### src/rtl/bresenham_line_pkg.sv
// Shared types and helpers for the line rasteriser and the VGA line overlay.
package hector_slam_pkg;

   localparam int COORD_WIDTH = 10;

   typedef logic [COORD_WIDTH-1:0]        coord_t;
   typedef logic signed [COORD_WIDTH+1:0] err_t;

   typedef enum logic [1:0] {
      IDLE  = 2'd0,
      SETUP = 2'd1,
      STEP  = 2'd2
   } bresenham_state_t;

   typedef struct packed {
      err_t mag;
      logic pos;   // 1 when stepping from a towards b increments the coordinate
   } diff_sign_t;

   function automatic diff_sign_t abs_diff_sign(coord_t a, coord_t b);
      diff_sign_t r;
      err_t       ea;
      err_t       eb;
      ea    = $signed({2'b00, a});
      eb    = $signed({2'b00, b});
      r.pos = (a < b);
      r.mag = r.pos ? (eb - ea) : (ea - eb);
      return r;
   endfunction

endpackage

### src/rtl/bresenham_line_if.sv
// Request and cell-stream signals between the control unit, the rasteriser and the occupancy stage.
interface bresenham_line_if;
   import hector_slam_pkg::*;

   logic   bresenham_start;
   coord_t x0;
   coord_t y0;
   coord_t x1;
   coord_t y1;
   logic   bresenham_busy;
   logic   cell_valid;
   logic   cell_ready;
   coord_t cell_x;
   coord_t cell_y;
   logic   cell_last;

   modport master (
      output bresenham_start, x0, y0, x1, y1, cell_ready,
      input  bresenham_busy, cell_valid, cell_x, cell_y, cell_last
   );

   modport slave (
      input  bresenham_start, x0, y0, x1, y1, cell_ready,
      output bresenham_busy, cell_valid, cell_x, cell_y, cell_last
   );

endinterface

### src/rtl/bresenham_line.sv
// Bresenham rasteriser: emits every cell from origin to endpoint inclusive, endpoint tagged last.
//
// state | meaning
// IDLE  | waiting for bresenham_start; origin/endpoint latched on accept
// SETUP | derive dx, dy, step directions and initial error
// STEP  | present current cell; advance on each accepted non-last cell
module bresenham_line
   import hector_slam_pkg::*;
(
   input logic             clock,
   input logic             reset,
   bresenham_line_if.slave line_if
);

   localparam logic [1:0] S_IDLE  = IDLE;
   localparam logic [1:0] S_SETUP = SETUP;
   localparam logic [1:0] S_STEP  = STEP;

   logic [1:0] state_q, state_d;
   coord_t     x_q, x_d;
   coord_t     y_q, y_d;
   coord_t     xe_q, xe_d;
   coord_t     ye_q, ye_d;
   err_t       dx_q, dx_d;
   err_t       dy_q, dy_d;
   err_t       err_q, err_d;
   logic       sx_pos_q, sx_pos_d;
   logic       sy_pos_q, sy_pos_d;

   diff_sign_t ds_x;
   diff_sign_t ds_y;
   err_t       e2;
   err_t       err_n;
   logic       at_end;
   logic       valid;

   assign valid  = (state_q == S_STEP);
   assign at_end = (x_q == xe_q) && (y_q == ye_q);

   always_comb begin
      state_d  = state_q;
      x_d      = x_q;
      y_d      = y_q;
      xe_d     = xe_q;
      ye_d     = ye_q;
      dx_d     = dx_q;
      dy_d     = dy_q;
      err_d    = err_q;
      sx_pos_d = sx_pos_q;
      sy_pos_d = sy_pos_q;
      ds_x     = abs_diff_sign(x_q, xe_q);
      ds_y     = abs_diff_sign(y_q, ye_q);
      e2       = err_q <<< 1;
      err_n    = err_q;

      case (state_q)
         S_IDLE: begin
            if (line_if.bresenham_start) begin
               x_d     = line_if.x0;
               y_d     = line_if.y0;
               xe_d    = line_if.x1;
               ye_d    = line_if.y1;
               state_d = S_SETUP;
            end
         end
         S_SETUP: begin
            dx_d     = ds_x.mag;
            dy_d     = -ds_y.mag;
            sx_pos_d = ds_x.pos;
            sy_pos_d = ds_y.pos;
            err_d    = ds_x.mag - ds_y.mag;
            state_d  = S_STEP;
         end
         S_STEP: begin
            if (line_if.cell_ready) begin
               if (at_end) begin
                  state_d = S_IDLE;
               end else begin
                  // Both tests use the error from before this step, so diagonal moves update both axes.
                  if (e2 >= dy_q) begin
                     err_n = err_n + dy_q;
                     x_d   = sx_pos_q ? (x_q + coord_t'(1)) : (x_q - coord_t'(1));
                  end
                  if (e2 <= dx_q) begin
                     err_n = err_n + dx_q;
                     y_d   = sy_pos_q ? (y_q + coord_t'(1)) : (y_q - coord_t'(1));
                  end
                  err_d = err_n;
               end
            end
         end
         default: state_d = S_IDLE;
      endcase
   end

   always_ff @(posedge clock) begin
      if (reset) begin
         state_q  <= S_IDLE;
         x_q      <= '0;
         y_q      <= '0;
         xe_q     <= '0;
         ye_q     <= '0;
         dx_q     <= '0;
         dy_q     <= '0;
         err_q    <= '0;
         sx_pos_q <= 1'b0;
         sy_pos_q <= 1'b0;
      end else begin
         state_q  <= state_d;
         x_q      <= x_d;
         y_q      <= y_d;
         xe_q     <= xe_d;
         ye_q     <= ye_d;
         dx_q     <= dx_d;
         dy_q     <= dy_d;
         err_q    <= err_d;
         sx_pos_q <= sx_pos_d;
         sy_pos_q <= sy_pos_d;
      end
   end

   assign line_if.bresenham_busy = (state_q != S_IDLE);
   assign line_if.cell_valid     = valid;
   assign line_if.cell_x         = x_q;
   assign line_if.cell_y         = y_q;
   assign line_if.cell_last      = valid && at_end;

endmodule

### src/flat_wrapper.sv
// flat-port wrapper written by rule: the top's interface ports become plain ports
module bresenham_line_flat import hector_slam_pkg::*;
  (clock, reset, line_if_bresenham_start, line_if_x0, line_if_y0, line_if_x1, line_if_y1, line_if_cell_ready, line_if_bresenham_busy, line_if_cell_valid, line_if_cell_x, line_if_cell_y, line_if_cell_last);
  bresenham_line_if line_if_i ();
  input logic clock;
  input logic reset;
  input wire logic [$bits(line_if_i.bresenham_start)-1:0] line_if_bresenham_start;
  input wire logic [$bits(line_if_i.x0)-1:0] line_if_x0;
  input wire logic [$bits(line_if_i.y0)-1:0] line_if_y0;
  input wire logic [$bits(line_if_i.x1)-1:0] line_if_x1;
  input wire logic [$bits(line_if_i.y1)-1:0] line_if_y1;
  input wire logic [$bits(line_if_i.cell_ready)-1:0] line_if_cell_ready;
  output wire logic [$bits(line_if_i.bresenham_busy)-1:0] line_if_bresenham_busy;
  output wire logic [$bits(line_if_i.cell_valid)-1:0] line_if_cell_valid;
  output wire logic [$bits(line_if_i.cell_x)-1:0] line_if_cell_x;
  output wire logic [$bits(line_if_i.cell_y)-1:0] line_if_cell_y;
  output wire logic [$bits(line_if_i.cell_last)-1:0] line_if_cell_last;
  assign line_if_i.bresenham_start = line_if_bresenham_start;
  assign line_if_i.x0 = line_if_x0;
  assign line_if_i.y0 = line_if_y0;
  assign line_if_i.x1 = line_if_x1;
  assign line_if_i.y1 = line_if_y1;
  assign line_if_i.cell_ready = line_if_cell_ready;
  assign line_if_bresenham_busy = line_if_i.bresenham_busy;
  assign line_if_cell_valid = line_if_i.cell_valid;
  assign line_if_cell_x = line_if_i.cell_x;
  assign line_if_cell_y = line_if_i.cell_y;
  assign line_if_cell_last = line_if_i.cell_last;
  bresenham_line u_core (.clock(clock), .reset(reset), .line_if(line_if_i));
endmodule
### config.mk
export PLATFORM = sky130hd
export DESIGN_NAME = bresenham_line_flat
export DESIGN_NICKNAME = d
export VERILOG_FILES = /design/src/rtl/bresenham_line_pkg.sv /design/src/rtl/bresenham_line_if.sv /design/src/rtl/bresenham_line.sv /design/src/flat_wrapper.sv
export SDC_FILE = /design/constraint.sdc
export NUM_CORES = 1
export LEC_CHECK = 0
export CORE_MARGIN = 4
export CORE_UTILIZATION = 54
export DETAILED_ROUTE_END_ITERATION = 8
export PLACE_DENSITY = 0.81
export SYNTH_ARGS = -nofsm -noshare
export SYNTH_HDL_FRONTEND = slang
export SYNTH_SLANG_ARGS = --single-unit
### constraint.sdc
create_clock -name clock -period 4 [get_ports clock]
set_input_delay 0.8 -clock clock [delete_from_list [all_inputs] [get_ports clock]]
set_output_delay 0.8 -clock clock [all_outputs]
set_load 0.02 [all_outputs]
* Yosys cells after proc, flatten, opt, wreduce, memory -nomap -nowiden
Cells that the tools add are included.
** Operators by class
- Add/subtract/negate cells :: 12
- Order comparisons :: 4
- Equality and inequality tests :: 10
- Muxes and demuxes :: 26
- Reductions and logical operators :: 11
** Operators by type and width (number)
- $mux W12 :: 9
- $mux W10 :: 10
- $sub A10 B10 Y11 :: 4
- $pmux W10 S2 :: 2
- $add A12 B12 Y12 :: 2
- $pmux W12 S2 :: 1
- $add A10 B1 Y10 const B :: 2
- $eq A10 B10 Y1 :: 2
- $lt A10 B10 Y1 :: 2
- $sub A10 B1 Y10 const B :: 2
- $ge A12 B12 Y1 :: 1
- $le A12 B12 Y1 :: 1
- $neg A12 Y12 :: 1
- $sub A12 B12 Y12 :: 1
- $ne A2 B2 Y1 const B :: 5
- $reduce_and A5 Y1 :: 2
- $mux W2 :: 3
- $pmux W2 S3 :: 1
- $reduce_and A3 Y1 :: 2
- $reduce_bool A2 Y1 :: 3
- $eq A2 B1 Y1 const B :: 1
- $eq A2 B2 Y1 const B :: 1
- $logic_and A1 B1 Y1 :: 2
- $logic_not A2 Y1 :: 1
- other kinds (2) :: 2
** Storage, ports and cells
- Word-level logic and storage cells :: 73
- Input bits :: 44
- Register bits :: 80
- Output and inout bits :: 23

* Depth between registers and ports, before layout
- Depth after elaboration :: 10
- Mapped depth :: 20
- Mapped depth without buffers :: 19

* Least setup slack after synthesis
No wires, ideal clock.
- Kind :: register to register
- Start point :: register u_core.x_q[3] (netlist: u_core.line_if.cell_x[3])
- End point :: register u_core.err_q[10]
- Clock period less this slack :: 4.219 ns
- Arrival time :: 4.149 ns
- Library setup time :: 0.070 ns
- Slack :: -0.219 ns
- Required time :: 3.930 ns
- Path buffers :: 1
- Stages on the path, launching flop included :: 21
- Cells stage by stage :: dfxtp_1 > inv_1 > ha_1 > clkbuf_1 > o211ai_1 > a21o_1 > a211o_1 > a21o_1 > nand2_1 > mux2i_1 > xnor2_1 > ha_1 > nor2b_1 > o21ai_0 > a21oi_1 > o41ai_1 > o21ai_0 > xnor2_1 > xnor2_1 > o221ai_1 > a21oi_1
** RTL lines
- from (decl) :: line bresenham_line.sv:20 : coord_t x_q, x_d;
- from (signal assigned) :: line bresenham_line.sv:99 : x_q <= '0;
- from (signal assigned) :: line bresenham_line.sv:110 : x_q <= x_d;
- to (signal assigned) :: line bresenham_line.sv:116 : err_q <= err_d;
- to (decl) :: line bresenham_line.sv:26 : err_t err_q, err_d;

==> impl_metrics.yaml <==
status:
  status: "complete, but fails checks"
  violations: "negative setup slack"
power:
  combPwrFrac_pct: 72.4
  internal-power_mw: 3.842
  clkPwrFrac_pct: 13.9
  switchingPower_mw: 3.158
  ir_drop_mv: 0.4649
  switching_share_pct: 45.11
  pwr-share-seq_pct: 13.7
  power.density_nw_per_um2: 686.4
  p_leak_nw: 4.339
clock_tree:
  cts.clk_slew.worst_paths_ns: 0.07
  clk_path_buf_depth: 2
  cts_tree: "done"
  clk-insertion-delay-late_ns: 0.36
  cts-root-buf: "clkbuf_16"
  clock_sinks: 78
  cts-hold-fix-buffers: 0
  htree_levels: 3
  cts_buffers: 9
sta:
  skew_ns: 0.01142
  setup_slack_ns: -0.03244
  min_period_ns: 4.032
  holdWs_ns: 0.4754
  slew-limit-headroom_pct: 30.50
  tightest_slew_ns: 1.039
  fmax_ghz: 0.2480
  min_period_over_period_pct: 100.8
  finalHoldViolations: 0
  final-setup-viol-count: 1
  slew_violations: 0
  rsz0062_at_grt: "yes"
critical_path:
  rr_worst_depth: 20
  worst_setup_path_start_kind: "register"
  ff2ff_setup_slack_ns: -0.03
  reg2reg_to: "u_core.err_q[10]$_SDFFE_PP0P_"
  critPathRequiredTime_ns: 4.29
  cpMaxStageDelayCell: "o41ai_2"
  cp-end-kind: "register"
  path_max_fanout: 3
  critical_path_class: "reg -> reg"
  r2r_start: "u_core.line_if.cell_x[0]$_SDFFE_PP0P_"
  arrival_ns: 4.32
  slowest_delay_ns: 0.37
  path_common_cell: "xnor2_1"
  cp_cell_sequence: "inv_1 -> ha_2 -> nand2b_1 -> a21o_1 -> a211o_1 -> a21o_1 -> nand2_2 -> mux2i_1 -> xnor2_1 -> buf_4 -> ha_4 -> nor2b_4 -> o21ai_1 -> a21oi_2 -> o41ai_2 -> o21ai_1 -> xnor2_1 -> xnor2_1 -> o221ai_1 -> a21oi_1"
drt:
  ant_nets: 0
  vias: 8189
  wirelength_um: 23450
  dr.first_iter.drc_count: 697
  routedWlPerCell_um: 17.15
  drc: 0
  firstDrtPassIters: 5
  viasPerCell: 5.990
final_layout:
  drive_gt1_share_pct: 18.77
  nets: 1340
  finalNonFillerCells: 1367
  regArea_um2: 1580
  area_growth_pct: 26.10
  antennaDiodeCount: 0
  fin_util_pct: 69.90
  nFillCells: 1113
  multi_input_area_um2: 6279
grt:
  grt_pass1_vias: 7639
  antenna_found_initial: 0
  grt_overflow_total: 0
  grt_max_degree: 39
  grt_pass1_wl_um: 36090
  track_usage_pct: 26.25
synth:
  synth_cell_types: 78
  yosys_warnings: 0
  synth_area_per_cell_um2: 7.709
  synth-seq-area-share_pct: 19.31
  synthCells: 1049
  synth.cell_area_um2: 8087
  synth_seq_cells: 78
  synth_fp_nets: 1211
  synth-edff-count: 0
  synthFlopType: "dfxtp_1"
  async_reset_ff_share_pct: 0
floorplan:
  ios: 67
  die-area_um2: 17000
  rows: 44
  core_area_um2: 14590
  die_h_um: 130.4
  start_util_pct: 55.43
  die_w_um: 130.4
placement:
  dpl.hpwl_um: 17250
  port_buffers: 66
  placedCellCount: 1335
  place_congestion: 0.9470
hold_path:
  hold_depth: 2
  holdCritPathClass: "reg -> reg"
  min_to: "u_core.sx_pos_q$_SDFFE_PP0N_"
  min-delay-start: "u_core.sx_pos_q$_SDFFE_PP0N_"
job:
  maxCapViolCount: 0
-- repair_timing --
action / CTS / global route
buffers inserted: 0 / 16
pin swaps: 1 / 33
resized for setup: 6 / 73
setup endpoints to repair: 2 / 5
-- sequential cells by signal, summed over array words and instances (netlist names), 2 cells and up --
signal and cells:
u_core.dy_q 12, u_core.dx_q 11, u_core.err_q 11, u_core.line_if.cell_x 10
u_core.line_if.cell_y 10, u_core.xe_q 10, u_core.ye_q 10, u_core.state_q 2
-- kinds of logic after synthesis --
group                    after synthesis  share of synthesized area, %
AO/OA/AOI/OAI                        308                         25.21
XOR/XNOR                              62                         6.901
adder cells (fa/ha/maj)              118                         19.09
buffers and inverters                143                         7.055
flip-flops                            78                         19.31
multiplexers                          27                         3.605
AND/OR/NAND/NOR                      313                         18.83
-- worst max path at each step --
stage	from	slack (ns)	end	cells past startpoint
floorplan	u_core.line_if.cell_y[8]$_SDFFE_PP0P_	0.00004	u_core.err_q[9]$_SDFFE_PP0P_	19
global placement	u_core.dy_q[1]$_SDFFE_PP0N_	-0.001	u_core.err_q[10]$_SDFFE_PP0P_	19
detailed placement	u_core.dy_q[1]$_SDFFE_PP0N_	-0.04	u_core.err_q[10]$_SDFFE_PP0P_	19
CTS	u_core.dy_q[1]$_SDFFE_PP0N_	0.01	u_core.err_q[10]$_SDFFE_PP0P_	19
global route	u_core.line_if.cell_x[3]$_SDFFE_PP0P_	-0.23	u_core.err_q[10]$_SDFFE_PP0P_	20
finish	u_core.line_if.cell_x[0]$_SDFFE_PP0P_	-0.03	u_core.err_q[10]$_SDFFE_PP0P_	20
-- Yosys cell counts (all sizes together), types with 10 or more instances --
cell | count | area [um2]
a21oi | 111 | 578.1
nand2 | 90 | 337.8
nor3 | 22 | 115.1
o211ai | 12 | 95.09
a21o | 28 | 210.2
a211oi | 31 | 232.7
mux2 | 17 | 191.4
buf | 17 | 97.58
clkbuf | 29 | 108.9
xnor2 | 47 | 426.7
nor2b | 15 | 101.3
nand4 | 10 | 62.56
xor2 | 15 | 131.4
nand3 | 19 | 95.09
mux2i | 10 | 100.1
dfxtp | 78 | 1562
nor2 | 107 | 409.1
ha | 109 | 1364
o21ai | 59 | 306.5
inv | 97 | 364.1
-- power groups by stage --
stage	clock network [mW]	registers, mW	logic, mW
floorplan	0	1.01	3.05
global placement	0	0.963	4.23
detailed placement	0	0.966	4.32
CTS	0.974	0.951	4.38
global route	0.995	0.972	5.42
finish	0.971	0.960	5.07
-- stage by stage --
stage	area (um2)	setup WS (ns)	total power, mW	setup TNS [ns]
3_3_place_gp	9405	-0.001040	5.198	-0.001040
5_1_grt	10200	-0.2319	7.392	-0.7718
4_1_cts	9772	0.01091	6.304	0
3_5_place_dp	9405	-0.04446	5.289	-0.04585
2_1_floorplan	8103	0.00004086	4.058	0
6_report	10200	-0.03244	6.999	-0.03244
-- critical path: cells and delay by family, from the launching register on --
kind            cells  cell delay, ns
compound gates      9            1.93
xor+xnor            3            0.49
fa+ha+maj           2            0.39
simple gates        3            0.38
flops               1            0.32
mux                 1            0.23
buf+inv             2            0.20
-- area by class of cell --
type                            instances  area share, %
Clock buffer                            9          2.209
Clock inverter                          7          1.178
Inverter                               97          3.571
Multi-Input combinational cell        828          61.57
Sequential cell                        78          15.50
Tap cell                              184          2.258
Timing Repair Buffer                  164          13.72
-- cells in the final DEF, fill, tap and decap left out, types with 7 or more instances in the layout --
| master | synthesis | routed |
|---|---|---|
| a211oi_1 | 31 | 28 |
| clkbuf_16 | 0 | 9 |
| o21a_1 | 8 | 8 |
| nand4_1 | 10 | 10 |
| nand2_1 | 90 | 89 |
| nor3_1 | 21 | 21 |
| nor2b_1 | 14 | 12 |
| clkdlybuf4s50_1 | 0 | 65 |
| nand2b_1 | 7 | 7 |
| ha_4 | 0 | 11 |
| mux2_2 | 17 | 16 |
| buf_4 | 2 | 96 |
| nor2_1 | 106 | 106 |
| a21oi_1 | 109 | 99 |
| ha_2 | 0 | 7 |
| dfxtp_2 | 0 | 12 |
| a21oi_2 | 0 | 10 |
| ha_1 | 109 | 91 |
| dfxtp_1 | 78 | 65 |
| o211ai_1 | 11 | 11 |
| o21ai_1 | 2 | 9 |
| mux2i_1 | 10 | 8 |
| fa_1 | 9 | 7 |
| inv_2 | 0 | 7 |
| nand3_1 | 19 | 19 |
| o21ai_0 | 56 | 46 |
| a21o_1 | 28 | 28 |
| inv_1 | 97 | 90 |
| xor2_1 | 15 | 15 |
| xnor2_1 | 45 | 44 |
-- layer usage --
| layer | wire length (um) | part of all wire (%) | global-route usage (%) |
|---|---|---|---|
| met5 | 0 | 0 | 0 |
| met4 | 706 | 3.0 | 10.22 |
| met3 | 1502 | 6.4 | 2.886 |
| met2 | 11130 | 47 | 43.93 |
| met1 | 10110 | 43 | 34.85 |
No activity file was read; power rests on OpenSTA's default activity.
